$ cat config.mk
export PLATFORM = sky130hd
export DESIGN_NAME = inst_fetch_queue
export DESIGN_NICKNAME = d
export VERILOG_FILES = /design/src/rtl/inst_fetch_queue.sv
export SDC_FILE = /design/constraint.sdc
export NUM_CORES = 1
export LEC_CHECK = 0
export BUFFER_PORTS_ARGS = -buffer_cell sky130_fd_sc_hd__buf_2
export CAP_MARGIN = 25
export CORE_MARGIN = 10
export CORE_UTILIZATION = 59
export DETAILED_ROUTE_END_ITERATION = 10
export PLACE_DENSITY_LB_ADDON = 0.12
export RECOVER_POWER = 50
export SLEW_MARGIN = 20
export SYNTH_ARGS = -nofsm -noshare
export SYNTH_HDL_FRONTEND = slang
export SYNTH_SLANG_ARGS = --single-unit
$ cat constraint.sdc
create_clock -name clk -period 8.8 [get_ports clk]
set_clock_uncertainty 0.15 [all_clocks]
set_input_delay 0.44 -clock clk [delete_from_list [all_inputs] [get_ports clk]]
set_output_delay 0.44 -clock clk [all_outputs]
set_load 0.1 [all_outputs]
$ cat src/rtl/inst_fetch_queue.sv
// Show-ahead instruction queue between fetch and decode: valid/ready on both sides,
// synchronous flush on redirect, and a NOP (all zeros) presented whenever it is empty.
module inst_fetch_queue #(
  parameter int DEPTH  = 4,
  parameter int DATA_W = 32,
  parameter int ADDR_W = 32
) (
  input  logic                     clk,
  input  logic                     reset,
  input  logic                     flush,
  input  logic                     in_valid,
  output logic                     in_ready,
  input  logic [DATA_W-1:0]        in_inst,
  input  logic [ADDR_W-1:0]        in_pc,
  output logic                     out_valid,
  input  logic                     out_ready,
  output logic [DATA_W-1:0]        out_inst,
  output logic [ADDR_W-1:0]        out_pc,
  output logic [ADDR_W-1:0]        out_pc4,
  output logic [$clog2(DEPTH):0]   count
);

  localparam int PTR_W = $clog2(DEPTH);
  localparam int CNT_W = PTR_W + 1;

  logic [DATA_W-1:0] mem_inst [DEPTH];
  logic [ADDR_W-1:0] mem_pc   [DEPTH];
  logic [PTR_W-1:0]  wptr;
  logic [PTR_W-1:0]  rptr;
  logic              push;
  logic              pop;
  logic [ADDR_W-1:0] head_pc;

  // Ready depends on occupancy only, so a full queue refuses a push even when decode pops.
  assign in_ready  = (count != CNT_W'(DEPTH));
  assign out_valid = (count != '0);
  assign push      = in_valid & in_ready & ~flush;
  assign pop       = out_valid & out_ready & ~flush;

  // Pointers, occupancy: cleared on reset and flush; flush also swallows same-cycle push/pop.
  always_ff @(posedge clk or negedge reset) begin
    if (!reset) begin
      // NOTE: sequential state uses non-blocking assignments so every register samples pre-edge values.
      wptr  <= '0;
      rptr  <= '0;
      count <= '0;
    end else if (flush) begin
      wptr  <= '0;
      rptr  <= '0;
      count <= '0;
    end else begin
      if (push) wptr <= wptr + PTR_W'(1);
      if (pop)  rptr <= rptr + PTR_W'(1);
      unique case ({push, pop})
        2'b10:   count <= count + CNT_W'(1);
        2'b01:   count <= count - CNT_W'(1);
        default: count <= count;
      endcase
    end
  end

  // NOTE: storage has no reset; contents are only visible through out_valid, which reset clears.
  always_ff @(posedge clk) begin
    if (push) begin
      mem_inst[wptr] <= in_inst;
      mem_pc[wptr]   <= in_pc;
    end
  end

  assign head_pc = mem_pc[rptr];

  // Data outputs are gated so stale storage never reaches decode.
  always_comb begin
    // NOTE: every output gets a default first, so no path can infer a latch.
    out_inst = '0;
    out_pc   = '0;
    out_pc4  = '0;
    if (out_valid) begin
      out_inst = mem_inst[rptr];
      out_pc   = head_pc;
      out_pc4  = head_pc + ADDR_W'(4);
    end
  end

endmodule

# Word level (Yosys, flattened, before mapping)
# Memories as Yosys holds them, arrays and structs flattened.
# Index checks and enable logic that the tools add are counted.
dict set report totals {
  memories 2
  wordCells 33
  reg_bits 7
  in_bits 69
  output_inout_bits 101
  ram_bits 256
}
# memory depth width rd rd_ports_with_merged_regs write_ports line_no
set mem_list {}
lappend mem_list {mem_inst 4 32 1 0 1 26} ;# logic [DATA_W-1:0] mem_inst [DEPTH];
lappend mem_list {mem_pc 4 32 1 0 1 27} ;# logic [ADDR_W-1:0] mem_pc [DEPTH];
dict set report classes {
  n_eq_ne 3
  reduce_logical 4
  bitwise 5
  addsub 5
  mux 11
}
# op count
set ops {}
lappend ops {{two-way mux 32 bit} 3}
lappend ops {{adder 32 x 3 -> 32 bit (second input constant)} 1}
lappend ops {{two-way mux 2 bit} 4}
lappend ops {{one-hot mux 3 bit (2 select lines)} 1}
lappend ops {{nonzero test 3 bit} 2}
lappend ops {{adder 2 x 1 -> 2 bit (second input constant)} 2}
lappend ops {{bitwise AND 1 bit} 4}
lappend ops {{nonzero test 2 bit} 2}
lappend ops {{adder 3 x 1 -> 3 bit (second input constant)} 1}
lappend ops {{two-way mux 3 bit} 1}
lappend ops {{!= test 3 bit (second input constant)} 1}
lappend ops {{subtractor 3 x 1 -> 3 bit (second input constant)} 1}
lappend ops {{== test 2 x 1 -> 1 bit (second input constant)} 1}
lappend ops {{== test 2 bit (second input constant)} 1}
lappend ops {{two-way mux 1 bit} 2}
lappend ops {{NOT 1 bit} 1}

# Longest topological paths before layout
# Gate-level depths: netlist (run 1).
dict set report depth {
  word_depth 6
  mapped_depth 8
  mapped_depth_nobuf 7
}

# Worst setup path before layout (run 1)
# No wires, ideal clock.
dict set report synth_path {
  path_kind {register to register}
  start {reg count[0]}
  end {mem mem_inst[0][0] (enable)}
  setup_slack_ps 4067
  required_time_ps 8221
  setup_ps 429
  path_stages_with_launch 6
  period_less_slack_ps 4733
  arrival_ps 4154
  path_buffers 1
  path_cell_list {dfrtp_1 > or3b_2 > clkbuf_1 > nand2_1 > nor2_1 > and2_1}
}
dict set report synth_via {
  elab_chain_cells 5
}
# item line_no
set synth_rtl {}
lappend synth_rtl {{from (decl)} 20} ;# output logic [$clog2(DEPTH):0] count
lappend synth_rtl {{from (signal assigned)} 55} ;# 2'b10: count <= count + CNT_W'(1);
lappend synth_rtl {{from (signal assigned)} 56} ;# 2'b01: count <= count - CNT_W'(1);
lappend synth_rtl {{from (signal assigned)} 57} ;# default: count <= count;
lappend synth_rtl {{!= test 3 bit} 35} ;# assign in_ready = (count != CNT_W'(DEPTH));
lappend synth_rtl {{net in_ready} 12} ;# output logic in_ready,
lappend synth_rtl {{bitwise AND 1 bit (2 in a row)} 37} ;# assign push = in_valid & in_ready & ~flush;
lappend synth_rtl {{two-way mux 1 bit} 64} ;# if (push) begin
lappend synth_rtl {{two-way mux 1 bit (implied by the code)} 65} ;# mem_inst[wptr] <= in_inst;
lappend synth_rtl {{to (decl)} 26}
# The timed path passes the listed nets, and every way through them passes these cells.

# Final worst setup path (run 1)
dict set report layout_path {
  start {reg count[2]}
  end {mem mem_pc[0][19] (enable)}
}
dict set report layout_via {
  elab_chain_cells 5
}
# item line_no
set layout_rtl {}
lappend layout_rtl {{!= test 3 bit} 35}
lappend layout_rtl {{bitwise AND 1 bit (2 in a row)} 37}
lappend layout_rtl {{two-way mux 1 bit} 64}
lappend layout_rtl {{two-way mux 1 bit (implied by the code)} 66} ;# mem_pc[wptr] <= in_pc;
lappend layout_rtl {{to (decl)} 27}
# Every way passes these cells.

==> key figures, run 1 <==
Final layout
  • Post-layout util: 0.732
  • Synthesis-to-finish area growth: 21.2%
  • Commonest non-fill, non-tap cells in the layout: 256 x edfxtp_1, 100 x buf_2, 74 x clkbuf_1
  • Fin cells: about 1100
  • Final net count: just under 900
  • Share of cells above drive strength 1: 0.256
  • Commonest non-fill, non-tap cell in the layout: edfxtp_1

Placement
  • GP Congestion: a little over 0.9
  • # port buffers: about 170
  • Detail Placement HPWL: between 10000 and 15000 µm
  • Cell count after placement: 952

GRT
  • GRT overflow: 0
  • Vias in the first global route: around 6500
  • Largest net degree at the start of global routing: 65
  • Total GRT Usage: 0.189
  • First-pass GRT wire length: 36600 µm
  • Initial antenna violation count: 2

Logic synthesis
  • Register area share after synthesis: 0.719
  • Synthesized Nets: 656
  • Primary FF master, synth: edfxtp_1
  • Yosys Warn Count: 0
  • Average cell area after synthesis: approximately 19 µm²
  • Synth Cell Area: about 11000 µm²
  • Dominant cells by area after synthesis: edfxtp_1 70%, mux4_2 12%, and2_1 3.7%
  • Largest area contributor in the netlist: edfxtp_1
  • Synth top area share: 0.703
  • Post-synth EDFFs: 256
  • Syn Inst Count: ~580
  • Synth Register Bits: between 200 and 300
  • Synth cell types: 41
  • FFs w/ async S/R, synth: 0.0266

Timing
  • Worst-Margin Slew: 4.87 ns
  • Crit share post-route: 0.600
  • Slew headroom: -2.25
  • Final Setup Violations: 0
  • Fmax: 0.189 GHz
  • RSZ-0062 raised after global routing: no
  • Final Max Slew Viols: 230
  • Period minus WS final: 5.28 ns
  • Final Hold Fails: 0
  • Setup TNS: 0 ns

Drt
  • Drt wl/cell: roughly 22 µm
  • Final ANT Viol Nets: 0
  • DR pass1 iterations: 4
  • Vias after detailed routing: 6107
  • DRC viols: 0
  • Routed WL: roughly 23000 µm
  • First DRT Iteration DRCs: 481
  • Vias/cell: about 5.8

Clock network
  • Reg clk slew, reported paths: ~0.06 ns
  • Clock root buffer: clkbuf_16
  • Setup bufs post-CTS: 0
  • TritonCTS Buffers: 26
  • H-Tree Depth: 1
  • Clock latency on the worst-skew pair: approximately 0.51 ns
  • Clk buf depth: 3
  • CTS tree: done
  • # clock sinks: around 260

Setup path
  • Reg-to-Reg End: mem_pc[0][19]
  • Worst setup SP type: flop
  • Worst r2r src: count[2]
  • Critical Path End Type: flop
  • Critical-path maximum fanout: 64
  • Critical Path AT: between 5 and 6 ns
  • Reg2reg path depth: 4
  • CP Class: reg2reg
  • R2r setup slk: ~3.5 ns
  • Required @ worst endpoint: ~8.6 ns

Die
  • Die height: around 160 µm
  • # IOs: 170
  • Initial Util: 0.604
  • Die area: around 24000 µm²
  • FP Rows: ~50
  • CORE AREA: between 15000 and 20000 µm²
  • Horiz. Die Dim: between 150 and 200 µm

Hold path
  • Hold Path Sink: rptr[1]
  • Type of the tightest min-delay check: in2reg
  • Worst hold start: flush
  • Hold Path Depth: 2

Run
  • Max_cap viols: 4

Outcome
  • Status: finished with violations
  • Failing checks: max-capacitance violations, max-slew violations
Yosys cell counts, types with 2 or more instances:
cell,number
nor4_1,2
clkbuf_1,14
or3_1,5
or4_1,4
buf_1,2
xor2_1,5
or2_2,2
o21ai_0,6
buf_2,6
inv_1,7
o31ai_1,4
a21oi_1,11
edfxtp_1,256
ha_1,5
dfrtp_1,7
mux4_2,56
and4_1,3
nand2_1,8
buf_6,2
and2_1,64
xnor2_1,12
and3_1,4
nand3_1,17
and4_2,2
nor2_1,32
mux2_1,6
mux2i_1,2
nand4_4,3
nor3_1,11
buf_4,5
mux4_1,8
registers in the layout, summed over array words and instances (netlist names):
signal / cells
mem_inst: 128
mem_pc: 128
rptr: 2
wptr: 2
count: 3
kinds of logic (layout without fill, tap and decap cells):
group           count (synthesis)  after routing  share of synthesized area
xor+xnor                       17             17                     0.0136
mux                            73             73                      0.144
compound gates                 21             21                     0.0105
flops                         263            263                      0.719
fa+ha+maj                       6              6                    0.00756
buf+inv                        38            285                     0.0179
simple gates                  163            163                     0.0874
other cells                     0              2                          0
layout make-up:
class	instances	area (µm²)
clock inverter	14	96.3
timing repair buffer	232	1390
antenna	2	5.00
clock buffer	31	691
tap	229	287
sequential	263	7870
fill	1109	4840
inverter	8	30.0
multi-input combinational	280	2880
per-stage QoR:
| step | area, µm² | hold WS, ns | setup slack, ns |
|---|---|---|---|
| 2_1_floorplan | 10900 | -0.00559 | 4.07 |
| 3_3_place_gp | 11900 | 0.127 | 4.17 |
| 3_5_place_dp | 11900 | 0.133 | 4.14 |
| 4_1_cts | 13300 | 0.000879 | 3.58 |
| 5_1_grt | 13200 | 0.0541 | 3.06 |
| 6_report | 13200 | 0.0522 | 3.52 |
worst max path at each step:
stage / startpoint / end / cells after the start
final: count[2] / mem_pc[0][19] / 4
after global routing: count[0] / mem_inst[3][5] / 4
after detailed placement: rptr[0] / out_pc4[27] / 7
after CTS: rptr[0] / out_pc4[27] / 7
after floorplan: count[0] / mem_inst[0][0] / 5
after global placement: rptr[0] / out_pc4[29] / 7
repair_timing:
action,CTS,global route
resized for setup,0,0
hold buffers,59,0
endpoints found under the hold margin,239,0
worst max-delay path, stage by stage, from the launching register on:
cell and delay, ns:
dfrtp_1 0.44, or3b_2 0.27, nand2_1 0.11, nor2_1 0.24, and2_0 3.51
routing by layer:
metal,vias to the layer above,share of wire,global-route usage
met4,0,0.015,0.0413
met5,-,0,0
met1,3064,0.41,0.253
li1,2768,-,-
met3,34,0.078,0.0441
met2,241,0.50,0.313
Power of run 1 is not shown: default switching activity piles up to over one toggle a cycle in this logic, so the estimate is an artifact.
==> inputs of run 2 (changes only) <==
CORE_UTILIZATION = 57   (was 59)
clock period = 5.4 ns   (was 8.8 ns; I/O delays follow)
==> key figures, run 2 (synthesis results as in run 1) <==
Final layout
  • Commonest non-fill, non-tap cells in the layout: 256 x edfxtp_1, 101 x buf_2, 73 x clkbuf_1
  • Commonest non-fill, non-tap cell in the layout: edfxtp_1
  • Final net count: 896 (+1.1%)
  • Share of cells above drive strength 1: 0.252 (-0.00425)
  • Fin cells: 1075 (+1.5%)
  • Final instance area: 13400 µm² (+1.0%)
  • Regs by FF count: mem_inst (128), mem_pc (128), count (3)
  • Synthesis-to-finish area growth: 22.4%

Die
  • # IOs: 170 (unchanged)
  • Die area: 25100 µm² (+3.1%)
  • FP Rows: 50 (+2.0%)
  • CORE AREA: 18800 µm² (+3.8%)
  • Horiz. Die Dim: 158 µm (+1.5%)
  • Initial Util: 0.582 (-0.0220)
  • Die height: 158 µm (+1.5%)

Drt
  • DRC viols: 0 (unchanged)
  • Final ANT Viol Nets: 0 (unchanged)
  • First DRT Iteration DRCs: 477 (-0.83%)
  • Drt wl/cell: 21.2 µm (-3.6%)
  • Routed WL: 22800 µm (-2.2%)
  • DR pass1 iterations: 5 (+1)
  • Vias after detailed routing: 6096 (-0.18%)
  • Vias/cell: 5.67 (-1.7%)

GRT
  • GRT overflow: 0 (unchanged)
  • Met3 Usage GRT: 0.0456 (+0.00149)
  • Met2 Usage GRT: 0.313 (+0.000342)
  • Initial antenna violation count: 3 (+1)
  • M1 GR Usage: 0.230 (-0.0229)
  • Largest net degree at the start of global routing: 65 (unchanged)
  • Total GRT Usage: 0.183 (-0.00680)
  • First-pass GRT wire length: 36000 µm (-1.6%)
  • Vias in the first global route: 6513 (+0.092%)
  • GR peak layer: met2

Clock network
  • Clk buf depth: 3 (unchanged)
  • PostCTS Resize Cnt: 0 (unchanged)
  • Clock latency on the worst-skew pair: 0.51 ns (about the same)
  • CTS tree: done
  • # clock sinks: 263 (unchanged)
  • TritonCTS Buffers: 26 (unchanged)
  • Setup bufs post-CTS: 0 (unchanged)
  • Post-CTS Hold Buffers: 69 (+17%)
  • Reg clk slew, reported paths: 0.06 ns (about the same)
  • Clock root buffer: clkbuf_16
  • H-Tree Depth: 1 (unchanged)

Timing
  • Crit share post-route: 0.790
  • Worst-Margin Slew: 3.33 ns (-1.54 ns)
  • Setup TNS: 0 ns (unchanged)
  • Final Max Slew Viols: 130 (-43%)
  • Final Setup Violations: 0 (unchanged)
  • Period minus WS final: 4.27 ns
  • Fmax: 0.234 GHz
  • Slew headroom: -1.22 (+1.03)
  • RSZ-0062 raised after global routing: no
  • Final Hold Fails: 0 (unchanged)

Outcome
  • Status: finished with violations
  • Failing checks: max-capacitance violations, max-slew violations

Run
  • Max_cap viols: 2 (-2)

Setup path
  • Critical-path maximum fanout: 32 (-50%)
  • Critical Path End Type: primary output
  • CP Class: reg2out
  • Required @ worst endpoint: 4.98 ns (-3.65 ns)
  • Critical Path AT: 3.85 ns (-1.27 ns)
  • Worst setup SP type: flop

Hold path
  • Type of the tightest min-delay check: in2reg

Placement
  • # port buffers: 169 (unchanged)
  • Detail Placement HPWL: 14300 µm (+0.74%)
  • Dpl cell area: 12000 µm² (+0.14%)
  • Cell count after placement: 958 (+0.63%)
  • GP Congestion: 0.890 (-4.0%)
run 2: cell types whose count changed in the layout (fill, tap and decap cells not counted), sizes merged:
cell         previous run  this run
clkinvlp                3         0
diode                   2         3
dlygate4sd3            59        69
bufinv                  1         2
inv                     8         7
buf                   103       105
clkbuf                101       102
run 2: worst max-delay path: stages, from the launching register on:
cell	delay [ns]
dfrtp_4	0.80
mux4_1	0.53
nand4_4	0.17
or4_1	0.67
or4_1	0.52
a21oi_1	0.18
buf_2	0.45
run 2: final cells by class:
| class | count | area, µm² |
|---|---|---|
| Clock inverter | 11 | 96.3 |
| Clock buffer | 34 | 722 |
| Fill cell | 1242 | 5390 |
| Inverter | 8 | 30.0 |
| Multi-Input combinational cell | 280 | 2880 |
| Timing Repair Buffer | 242 | 1480 |
| Tap cell | 234 | 293 |
| Antenna cell | 3 | 7.51 |
| Sequential cell | 263 | 7870 |
run 2: stage by stage:
stage	hold slack (ns)	setup WS (ns)	utilization
after floorplan	-0.176	0.667	-
after detailed placement	-0.0382	1.61	0.637
after global placement	-0.0434	1.65	0.637
after CTS	0.333	1.05	0.717
final	0.397	1.13	0.713
after global routing	0.417	0.837	0.713
run 2: metal layers:
metal	up-vias	wire (µm)
met1	3068	9280
met2	202	11400
met4	0	348
met3	34	1710
li1	2792	-
met5	-	0
run 2: final timing paths:
| path | startpoint | to | slack (ns) | cells after the start |
|---|---|---|---|---|
| setup / recovery | rptr[0] | out_pc4[25] | 1.13 | 6 |
| hold / removal | in_pc[2] | mem_pc[2][2] | 0.40 | 2 |
| setup reg to reg | count[2] | mem_inst[0][28] | 1.27 | 4 |
| hold reg to reg | wptr[1] | wptr[1] | 0.46 | 2 |
| max in group asynchronous | reset | rptr[1] | 4.25 | 3 |
| min in group asynchronous | reset | count[2] | 0.56 | 3 |
Power of run 2 is left out for the same reason.
==> inputs of run 3 (changes only) <==
clock period = 4.05 ns   (was 5.4 ns; I/O delays follow)
==> key figures, run 3 (synthesis results as in run 1) <==
Clock network
  • TritonCTS Buffers: 27 (+3.8%)
  • Reg clk slew, reported paths: 0.06 ns (about the same)
  • Clk buf depth: 3 (unchanged)
  • # clock sinks: 263 (unchanged)
  • Clock latency on the worst-skew pair: 0.51 ns (about the same)
  • H-Tree Depth: 1 (unchanged)
  • CTS tree: done
  • Clock root buffer: clkbuf_16

Setup path
  • Cell with the most instances on the worst path: or4_1
  • Critical-path maximum fanout: 16 (-50%)
  • CP peak stage delay: 0.67 ns (-0.13 ns)
  • Required @ worst endpoint: 3.70 ns (-1.28 ns)
  • Worst setup SP type: flop
  • Crit-path slowest cell: or4_1
  • CP Class: reg2out
  • Critical Path End Type: primary output
  • CP Cell Sequence: mux4_1, nand4_4, or4_1, or4_1, a21oi_1, clkbuf_4
  • Critical Path AT: 3.51 ns (-0.34 ns)

Die
  • Horiz. Die Dim: 158 µm (unchanged)
  • CORE AREA: 18800 µm² (unchanged)
  • Initial Util: 0.582 (unchanged)
  • FP Rows: 50 (unchanged)
  • Die area: 25100 µm² (unchanged)
  • # IOs: 170 (unchanged)
  • Die height: 158 µm (unchanged)

Drt
  • Drt wl/cell: 21.2 µm (+0.31%)
  • DRC viols: 0 (unchanged)
  • Routed WL: 23000 µm (+1.2%)
  • Vias/cell: 5.68 (+0.20%)
  • Final ANT Viol Nets: 0 (unchanged)
  • Vias after detailed routing: 6165 (+1.1%)
  • DR pass1 iterations: 4 (-1)
  • First DRT Iteration DRCs: 412 (-14%)

Timing
  • Crit share post-route: 0.954
  • Period minus WS final: ~3.9 ns
  • Final Setup Violations: 0 (unchanged)
  • Setup TNS: 0 ns (unchanged)
  • Slew headroom: -0.151 (+1.07)
  • Final Max Slew Viols: 130 (unchanged)
  • Final Hold Fails: 0 (unchanged)
  • RSZ-0062 raised after global routing: no
  • Worst-Margin Slew: 1.73 ns (-1.61 ns)
  • Fmax: 0.259 GHz

Placement
  • GP Congestion: 0.906 (+1.7%)
  • # port buffers: 169 (unchanged)
  • Detail Placement HPWL: 14300 µm (+0.11%)

Outcome
  • Status: finished with violations
  • Failing checks: max-capacitance violations, max-slew violations

GRT
  • GRT overflow: 0 (unchanged)
  • First-pass GRT wire length: 35700 µm (-0.88%)
  • Vias in the first global route: 6526 (+0.20%)
  • Total GRT Usage: 0.182 (-0.000258)
  • Largest net degree at the start of global routing: 65 (unchanged)
  • Initial antenna violation count: 2 (-1)

Hold path
  • Type of the tightest min-delay check: in2reg

Final layout
  • Regs by FF count: mem_inst (128), mem_pc (128), count (3)
  • Synthesis-to-finish area growth: 23.4%
  • Commonest non-fill, non-tap cells in the layout: 256 x edfxtp_1, 97 x buf_2, 75 x clkbuf_1
  • FILL cells: 1217 (-2.0%)
  • Commonest non-fill, non-tap cell in the layout: edfxtp_1
  • Final net count: 904 (+0.89%)
  • Share of cells above drive strength 1: 0.271 (+0.0191)

Run
  • Max_cap viols: 2 (unchanged)
[run 3: cell count changes in the layout (fill, tap and decap cells not counted), moves of 2 or more]
cell and change:
clkbuf_4 +4, buf_4 +5, clkbuf_1 +2, clkinv_1 -7, and2_2 +2, and2_1 -2, buf_2 -4, clkinv_2 +6
[run 3: path summary, 6_finish.rpt]
path / from / to / slack, ns / cells after the start
max in group asynchronous: reset / rptr[1] / 2.97 / 3
setup / recovery: rptr[0] / out_pc4[25] / 0.19 / 6
setup reg to reg: count[0] / mem_pc[2][21] / 1.09 / 4
min in group asynchronous: reset / count[2] / 0.50 / 3
hold reg to reg: count[2] / count[2] / 0.50 / 2
hold / removal: in_inst[12] / mem_inst[0][12] / 0.32 / 2
[run 3: area by class of cell]
| class | count | area [µm²] | share of cell area |
|---|---|---|---|
| repair buffers | 249 | 1550 | 0.115 |
| multi-input cells | 280 | 2890 | 0.214 |
| flip-flops and latches | 263 | 7870 | 0.584 |
| inverters | 8 | 30.0 | 0.00223 |
| clock inverters | 13 | 121 | 0.00900 |
| clock buffers | 36 | 729 | 0.0541 |
| diodes | 2 | 5.00 | 0.000371 |
| well taps | 234 | 293 | 0.0217 |
[run 3: repair_timing]
action	4_1_cts	5_1_grt
gates cloned	0	0
gates resized for setup	1	7
setup endpoints to repair	1	5
hold buffers	70	0
setup buffers	0	4
endpoints found under the hold margin	270	0
[run 3: per-stage QoR]
stage               hold slack [ns]  utilization  std cells  instance area, µm²  setup WS [ns]
finish                        0.323        0.719       1085               13500          0.188
global placement             -0.108        0.638        960               12000          0.585
detailed placement           -0.108        0.638        960               12000          0.522
floorplan                    -0.243            -        581               10900        0.00238
CTS                           0.257        0.721       1079               13500         0.0110
global route                  0.346        0.719       1085               13500         0.0388
[run 3: worst max-delay path: cells and delay by family, from the launching register on]
kind	cells	cell delay, ns
simple gates	3	1.36
mux	1	0.52
buf+inv	1	0.35
flops	1	0.60
compound gates	1	0.17
[run 3: per-layer routing]
layer	track usage	wire length, µm
met1	0.225	9120
met2	0.316	11700
met3	0.0470	1940
met4	0.0423	299
met5	0	0
Power of run 3 is left out for the same reason.
